===== src/rtl/rx_arbiter.sv =====
// Round-robin arbiter sharing one downstream consumer between NPORTS rx deserializers.
// Define RX_ARB_REG_OUT_EN to source out_item from a register captured at grant time.

`ifndef PAYLOAD_SIZE
`define PAYLOAD_SIZE 8
`endif
`ifndef ADDR_BITS
`define ADDR_BITS 4
`endif

module rx_arbiter #(
    parameter int NPORTS   = 5,
    parameter int ROUTERID = -1
) (
    input  logic                                           clk,
    input  logic                                           reset,
    input  logic [NPORTS-1:0]                              rx_valid,
    input  logic [NPORTS*(`PAYLOAD_SIZE+`ADDR_BITS)-1:0]   rx_item,
    output logic [NPORTS-1:0]                              rx_read,
    output logic [NPORTS-1:0]                              grant,
    output logic                                           out_valid,
    output logic [(`PAYLOAD_SIZE+`ADDR_BITS)-1:0]          out_item,
    input  logic                                           out_ready
);

    localparam int W  = `PAYLOAD_SIZE + `ADDR_BITS;
    localparam int PW = (NPORTS > 1) ? $clog2(NPORTS) : 1;

    typedef enum logic [1:0] {
        IDLE = 2'd0,
        SEND = 2'd1,
        DONE = 2'd2
    } state_t;

    state_t            state_reg, state_next;
    logic [PW-1:0]     ptr_reg, ptr_next;
    logic [PW-1:0]     gidx_reg, gidx_next;
    logic [NPORTS-1:0] grant_reg, grant_next;
    logic [NPORTS-1:0] rx_read_reg, rx_read_next;

    logic              win_found;
    logic [PW-1:0]     win_idx;

    // ROUTERID only labels simulation messages; it has no hardware effect.
    if (ROUTERID < -1) begin : g_id_unused
    end

    // Scan from the highest offset down so the port closest to ptr is kept last.
    always_comb begin
        win_found = 1'b0;
        win_idx   = '0;
        for (int i = NPORTS - 1; i >= 0; i--) begin
            logic [PW-1:0] cand;
            cand = PW'((int'(ptr_reg) + i) % NPORTS);
            if (rx_valid[cand]) begin
                win_found = 1'b1;
                win_idx   = cand;
            end
        end
    end

    always_ff @(posedge clk or negedge reset) begin
        if (!reset) begin
            state_reg   <= IDLE;
            ptr_reg     <= '0;
            gidx_reg    <= '0;
            grant_reg   <= '0;
            rx_read_reg <= '0;
        end else begin
            state_reg   <= state_next;
            ptr_reg     <= ptr_next;
            gidx_reg    <= gidx_next;
            grant_reg   <= grant_next;
            rx_read_reg <= rx_read_next;
        end
    end

    always_comb begin
        state_next   = state_reg;
        ptr_next     = ptr_reg;
        gidx_next    = gidx_reg;
        grant_next   = grant_reg;
        rx_read_next = '0;
        case (state_reg)
            IDLE: begin
                if (win_found) begin
                    state_next = SEND;
                    gidx_next  = win_idx;
                    grant_next = {{(NPORTS-1){1'b0}}, 1'b1} << win_idx;
                end
            end
            SEND: begin
                if (out_ready) begin
                    state_next   = DONE;
                    rx_read_next = grant_reg;
                    ptr_next     = (gidx_reg == PW'(NPORTS - 1)) ? '0 : gidx_reg + 1'b1;
                end else if (!(|(rx_valid & grant_reg))) begin
                    // Requester withdrew before acceptance: release without acknowledging.
                    state_next = IDLE;
                    grant_next = '0;
                end
            end
            DONE: begin
                state_next = IDLE;
                grant_next = '0;
            end
            default: begin
                state_next = IDLE;
                grant_next = '0;
            end
        endcase
    end

    assign grant     = grant_reg;
    assign rx_read   = rx_read_reg;
    assign out_valid = (state_reg == SEND);

`ifdef RX_ARB_REG_OUT_EN
    logic [W-1:0] win_masked [NPORTS];
    logic [W-1:0] win_item;
    logic [W-1:0] item_reg;

    for (genvar gi = 0; gi < NPORTS; gi++) begin : g_win_mask
        assign win_masked[gi] = rx_item[gi*W +: W] & {W{win_idx == PW'(gi)}};
    end

    always_comb begin
        win_item = '0;
        for (int p = 0; p < NPORTS; p++) begin
            win_item = win_item | win_masked[p];
        end
    end

    // Cleared on any exit from SEND so out_item reads 0 whenever nothing is offered.
    always_ff @(posedge clk or negedge reset) begin
        if (!reset) begin
            item_reg <= '0;
        end else if (state_reg == IDLE && win_found) begin
            item_reg <= win_item;
        end else if (state_reg == SEND && state_next != SEND) begin
            item_reg <= '0;
        end
    end

    assign out_item = item_reg;
`else
    logic [W-1:0] sel_masked [NPORTS];
    logic [W-1:0] sel_item;

    for (genvar gi = 0; gi < NPORTS; gi++) begin : g_sel_mask
        assign sel_masked[gi] = rx_item[gi*W +: W] & {W{grant_reg[gi]}};
    end

    always_comb begin
        sel_item = '0;
        for (int p = 0; p < NPORTS; p++) begin
            sel_item = sel_item | sel_masked[p];
        end
    end

    assign out_item = (state_reg == SEND) ? sel_item : '0;
`endif

endmodule

===== config.mk =====
export PLATFORM = sky130hd
export DESIGN_NAME = rx_arbiter
export DESIGN_NICKNAME = d
export VERILOG_FILES = /design/src/rtl/rx_arbiter.sv
export SDC_FILE = /design/constraint.sdc
export NUM_CORES = 1
export LEC_CHECK = 0
export BUFFER_PORTS_ARGS = -buffer_cell sky130_fd_sc_hd__buf_2
export CAP_MARGIN = 0
export CORE_ASPECT_RATIO = 1.2
export CORE_MARGIN = 2
export CORE_UTILIZATION = 56
export CTS_BUF_LIST = sky130_fd_sc_hd__clkbuf_4 sky130_fd_sc_hd__clkbuf_8 sky130_fd_sc_hd__clkbuf_16
export CTS_CLUSTER_DIAMETER = 50
export DETAILED_ROUTE_END_ITERATION = 8
export PLACE_DENSITY_LB_ADDON = 0.08
export SETUP_SLACK_MARGIN = 0.05
export SYNTH_ARGS = -nofsm -noshare
export SYNTH_HDL_FRONTEND = slang
export SYNTH_SLANG_ARGS = --single-unit

===== constraint.sdc =====
create_clock -name clk -period 13.6 [get_ports clk]
set_clock_uncertainty 0.05 [all_clocks]
set_input_delay 0 -clock clk [delete_from_list [all_inputs] [get_ports clk]]
set_output_delay 0 -clock clk [all_outputs]
set_load 0.02 [all_outputs]

Word-level counts from Yosys, hierarchy flattened. Index checks and enable logic that the tools add are counted.

Bits in registers: 18. Input port bits: 68. Output and inout port bits: 23. Word-level logic and storage cells: 75.

Add/sub/neg operators: 5. Divide/modulo/power cells: 5. Magnitude comparators: 5. Equality and inequality tests: 6. Shift-type cells: 1. Muxes and demuxes: 32. Bitwise logic cells: 10. Reduce and logical (&&, ||, !) cells: 6.

Operators with widths (number): $mod A32 B4 Y32 const B (4); $and A12 B12 Y12 (5); $or A12 B12 Y12 (4); $mod A4 B4 Y32 const B (1); $mux W5 (5); $lt A3 B4 Y1 const B (5); $mux W3 (6); $bmux W1 S3 (5); $mux W12 (1); $mux W1 (10); $pmux W5 S2 (1); $add A3 B2 Y4 const B (2); $mux W2 (3); $ne A2 B2 Y1 const B (3); $reduce_and A2 Y1 (3); $and A5 B5 Y5 (1); $reduce_or A5 Y1 (1); $shl A1 B3 Y5 const A (1); $add A3 B1 Y4 const B (1); $add A3 B3 Y4 const B (1); $pmux W2 S2 (1); $add A3 B1 Y3 const B (1); $eq A3 B3 Y1 const B (1); $ne A3 B3 Y1 const B (1); 3 further kinds (3).

Logic depth before layout (Yosys ltp).
Word-level depth: 12. Mapped depth: 20. Gate-level depth less buffers: 16.

Worst setup path before layout. Ideal clock, no wire load.

Path kind: flip-flop to flip-flop. Start: reg ptr_reg[0]. End: reg gidx_reg[1]. Setup time: 125 ps. Arrival time: 4584 ps. Data required time: 13425 ps. Setup slack: 8841 ps. Cell stages (with the launch flop): 20. Buffers on the path: 4. Period minus slack after synthesis: 4759 ps. Cells stage by stage: dfrtp_1 -> buf_4 -> buf_2 -> inv_1 -> clkbuf_1 -> ha_1 -> buf_2 -> inv_1 -> ha_1 -> o21ai_0 -> o21a_1 -> ha_1 -> inv_1 -> o211ai_1 -> and3_1 -> a31oi_1 -> or3_1 -> nor4bb_2 -> a311oi_4 -> mux2_2.

Longest elaborated chain between the ends: 10. Elaborated cells on any way between the ends: 30. Those cells by class: 4 x add/sub; 5 x div; 20 x mux; 1 x reduce/logical.

Ends and longest elaborated chain: from (decl) (RTL line 36) `logic [PW-1:0] ptr_reg, ptr_next;`; from (signal assigned) (RTL line 71) `ptr_reg <= ptr_next;`; $add A3 B3 Y4 (RTL line 54) `cand = PW'((int'(ptr_reg) + i) % NPORTS);`; $mod A32 B4 Y32 (RTL line 54); $bmux W1 S3 (RTL line 55) `if (rx_valid[cand]) begin`; $mux W1 (implied by the code) (RTL line 55); $mux W1 (5 in a row) (RTL line 55); $reduce_and A2 Y1 (no source line); to (signal assigned) (RTL line 72) `gidx_reg <= gidx_next;`; to (decl) (RTL line 37) `logic [PW-1:0] gidx_reg, gidx_next;`.

Several ways; a longest one is shown, not always the timed one. The select of a mux whose other input is x is not followed. A chain may end at the register's enable or synchronous reset.

Final worst setup path.
Start: reg ptr_reg[0]. End: reg grant_reg[2] (netlist: grant[2]).

Longest elaborated chain between the ends: 12. Elaborated cells on any way between the ends: 34. Those cells by class: 4 x add/sub; 5 x div; 1 x eq/ne; 1 x shift; 22 x mux; 1 x reduce/logical.

Ends and longest elaborated chain: $add A3 B3 Y4 (RTL line 54); $mod A32 B4 Y32 (RTL line 54); $bmux W1 S3 (RTL line 55); $mux W1 (implied by the code) (RTL line 55); $mux W3 (5 in a row) (RTL line 55); $shl A1 B3 Y5 (RTL line 89) `grant_next = {{(NPORTS-1){1'b0}}, 1'b1} << win_idx;`; $mux W5 (RTL line 86) `if (win_found) begin`; $pmux W5 S2 (RTL line 84) `case (state_reg)`; to (signal assigned) (RTL line 73) `grant_reg <= grant_next;`; to (decl) (RTL line 38) `logic [NPORTS-1:0] grant_reg, grant_next;`.

Several ways; a longest one is shown, not always the timed one. The select of a mux whose other input is x is not followed.

==> results.toml <==
[yosys]
synthesis.nets = 478
avgSynthCellArea_um2 = 7.72
synth-seq-cells = 18
synth_edf_count = 0
synth_cell_types = 79
syn_inst = 388
seq_area_frac_synth = 0.150
ys_warn_count = 0
ys.flop_type = "dfrtp_1"
synthArstFlopShare = 1.00
synth_area_um2 = 2990

[setup_path]
worst_path_max_delay_cell = "nor4bb_2"
slowest_delay_ps = 520
cp_cell_sequence = "buf_4 -> inv_1 -> ha_1 -> inv_1 -> ha_1 -> o21ai_0 -> o21a_1 -> ha_1 -> mux2_2 -> o21ai_0 -> a31oi_1 -> a31oi_1 -> or3_1 -> nor4bb_2 -> a311oi_4 -> and3_1 -> a32o_1"
worst_ep_required_time_ps = 13690
cpMostUsedCell = "ha_1"
cp-start-kind = "flip-flop"
critPathKind = "flip-flop to flip-flop"
worstPathMaxFanout = 40
arrival_ps = 5470
cp-end-kind = "flip-flop"
reg2reg_slack_ps = 8220

[clock_network]
h-tree-depth = 1
clk_pin_slew_ps = 70
cts.sinks = 18
ctsResizeCount = 0
cts_buffer_depth = 2
root_buffer = "clkbuf_8"
holdBufCountCts = 2
clkLatencyLatePin_ps = 250
cts_tree = "done"
numCtsBuffers = 3
post_cts.repair.setup_buffers = 0

[final_layout]
syn2layout_area_growth_pct = 16.3
regArea_um2 = 450
nNetsFinal = 551
nFillCells = 447
multiInputGateArea_um2 = 2330
layout-drive-gt1-share = 0.280
diodes = 0
fin_area_um2 = 3480

[power]
seq_power_share = 0.097
leakage_nw = 1.64
p_int_mw = 0.497
power.switching_mw = 0.648
p_comb_frac = 0.866
power_mw = 1.14
p_sw_frac = 0.566
power_density_nw_per_um2 = 329
clkPwrFrac = 0.037
vdd.ir_drop.worst_mv = 0.180

[sta]
worst_pin_slew_ps = 792
min_period_over_period = 0.395
maxSlewViolCount = 0
finalSetupViolCount = 0
max_clock_freq_mhz = 186
hold_viol = 0
setup_tns_ps = 0
max_slew_margin = 0.472
rsz0062_at_grt = "false"
fin_crit_ps = 5380

[global_route]
grt_pass1_vias = 3246
overflow = 0
grt_util_met3 = 0.0314
grt_util_met2 = 0.500
antenna_found_initial = 0
grt-busiest-layer = "met2"
grt_pass1_wl_um = 14800
gr-usage-met1 = 0.389
grt_util_all_layers = 0.293
grt_start_max_net_pins = 41

[routing]
dr.pass1.iters = 5
drc = 0
viasPerCell = 6.45
vias = 3368
drt-total-wl_um = 8790
drtIter0Drc = 238
postRouteAntennaNets = 0
wl_per_cell_um = 16.8

[floorplan]
die_h_um = 84.1
die_w_um = 70.8
start_util = 0.573
fp.dieArea_um2 = 5950
ios = 91
core-area_um2 = 5230
num_rows = 29

[placement]
dp_hpwl_um = 6760
placed_cell_area_um2 = 3410
place.gp.congestion = 0.979
io_buffers = 90

[run]
max-cap-violations = 0

[min_path]
hold_class = "input port to asynchronous set/reset pin"

[run_status]
outcome = "complete, no violations"
==> metal layers <==
layer / share of wire / vias up / wire length [µm]
met1: 0.43 / 1613 / 3740
met5: 0 / - / 0
met4: 0.014 / 0 / 122
met2: 0.51 / 99 / 4480
li1: - / 1644 / -
met3: 0.051 / 12 / 444
==> logic make-up (layout without fill, tap and decap cells) <==
family,Yosys count,in the layout,synth area share
AO/OA/AOI/OAI,158,158,0.405
XOR/XNOR,8,8,0.0259
adder cells (fa/ha/maj),22,22,0.0919
buffers and inverters,47,119,0.0702
flip-flops,18,18,0.150
multiplexers,9,9,0.0313
AND/OR/NAND/NOR,126,126,0.225
==> worst max-delay path, delay by kind of cell (launching register included) <==
kind / cells / cell delay (ps)
AND/OR/NAND/NOR: 3 / 950
multiplexers: 1 / 350
AO/OA/AOI/OAI: 7 / 1400
buffers and inverters: 3 / 820
flip-flops: 1 / 380
adder cells (fa/ha/maj): 3 / 1320
==> power by group through the flow <==
stage / logic [mW] / clock network [mW] / registers [mW]
final: 0.991 / 0.0428 / 0.111
after global routing: 1.11 / 0.0460 / 0.114
after CTS: 0.979 / 0.0441 / 0.110
after detailed placement: 0.973 / 0 / 0.111
after global placement: 0.955 / 0 / 0.109
after floorplan: 0.805 / 0 / 0.0983
==> final timing paths <==
| check | start | to | depth (start not counted) |
|---|---|---|---|
| worst min-delay path | reset | rx_read[4] | 2 |
| worst max register to register | ptr_reg[0] | grant[2] | 17 |
| worst min register to register | gidx_reg[1] | gidx_reg[1] | 1 |
| min in group clk | rx_valid[2] | state_reg[0] | 5 |
| max in group asynchronous | reset | gidx_reg[0] | 2 |
| worst max-delay path | ptr_reg[0] | grant[2] | 17 |
==> layout make-up <==
type | count | area share
clock buffers | 4 | 0.0158
inverters | 21 | 0.0226
flip-flops and latches | 18 | 0.129
repair buffers | 94 | 0.139
well taps | 62 | 0.0223
multi-input cells | 323 | 0.670
==> cell usage after synthesis (3+ instances only) <==
| cell | n | share of area |
|---|---|---|
| nand3_1 | 12 | 0.020 |
| or2_2 | 4 | 0.0084 |
| clkbuf_1 | 11 | 0.014 |
| buf_4 | 4 | 0.010 |
| a222oi_1 | 13 | 0.043 |
| xnor2_1 | 6 | 0.018 |
| mux2i_1 | 6 | 0.020 |
| ha_1 | 22 | 0.092 |
| dfrtp_1 | 18 | 0.15 |
| and3_1 | 11 | 0.023 |
| a22oi_1 | 15 | 0.038 |
| o211a_1 | 3 | 0.010 |
| nand4_1 | 5 | 0.010 |
| nand2_1 | 29 | 0.036 |
| nor2b_1 | 4 | 0.0084 |
| nand4b_1 | 3 | 0.0088 |
| a211o_1 | 4 | 0.012 |
| a31oi_1 | 3 | 0.0063 |
| nand2b_1 | 10 | 0.021 |
| nor2_1 | 24 | 0.030 |
| buf_2 | 9 | 0.015 |
| a21oi_1 | 42 | 0.070 |
| nor3_1 | 6 | 0.010 |
| a21o_1 | 4 | 0.010 |
| inv_2 | 3 | 0.0038 |
| o211ai_1 | 10 | 0.025 |
| o21ai_1 | 5 | 0.0084 |
| inv_1 | 18 | 0.023 |
| a211oi_1 | 4 | 0.010 |
| o21ai_0 | 15 | 0.025 |
| mux2_2 | 3 | 0.011 |
| o31ai_1 | 3 | 0.0075 |
==> through the flow <==
stage / utilization / hold slack, ps / instances / setup slack [ps]
5_1_grt: 0.666 / 187 / 522 / 7800
2_1_floorplan: - / -346 / 388 / 8840
3_5_place_dp: 0.652 / -103 / 516 / 8370
4_1_cts: 0.666 / 153 / 522 / 8310
3_3_place_gp: 0.652 / -105 / 516 / 8540
6_report: 0.666 / 146 / 522 / 8220
==> cell usage in the layout, fill, tap and decap left out, drive strengths merged, types with 3 or more instances in the layout <==
cell	instances
a211o	4
a211oi	7
a21o	4
a21oi	44
a222oi	13
a22oi	15
a31o	3
a31oi	3
and3	12
buf	92
clkbuf	4
dfrtp	18
ha	22
inv	21
mux2	3
mux2i	6
nand2	30
nand2b	10
nand3	12
nand4	5
nand4b	3
nor2	25
nor2b	4
nor3	6
o211a	3
o211ai	11
o21ai	21
o22a	3
o31ai	3
or2	5
xnor2	6
(Power assumes the default switching activity.)
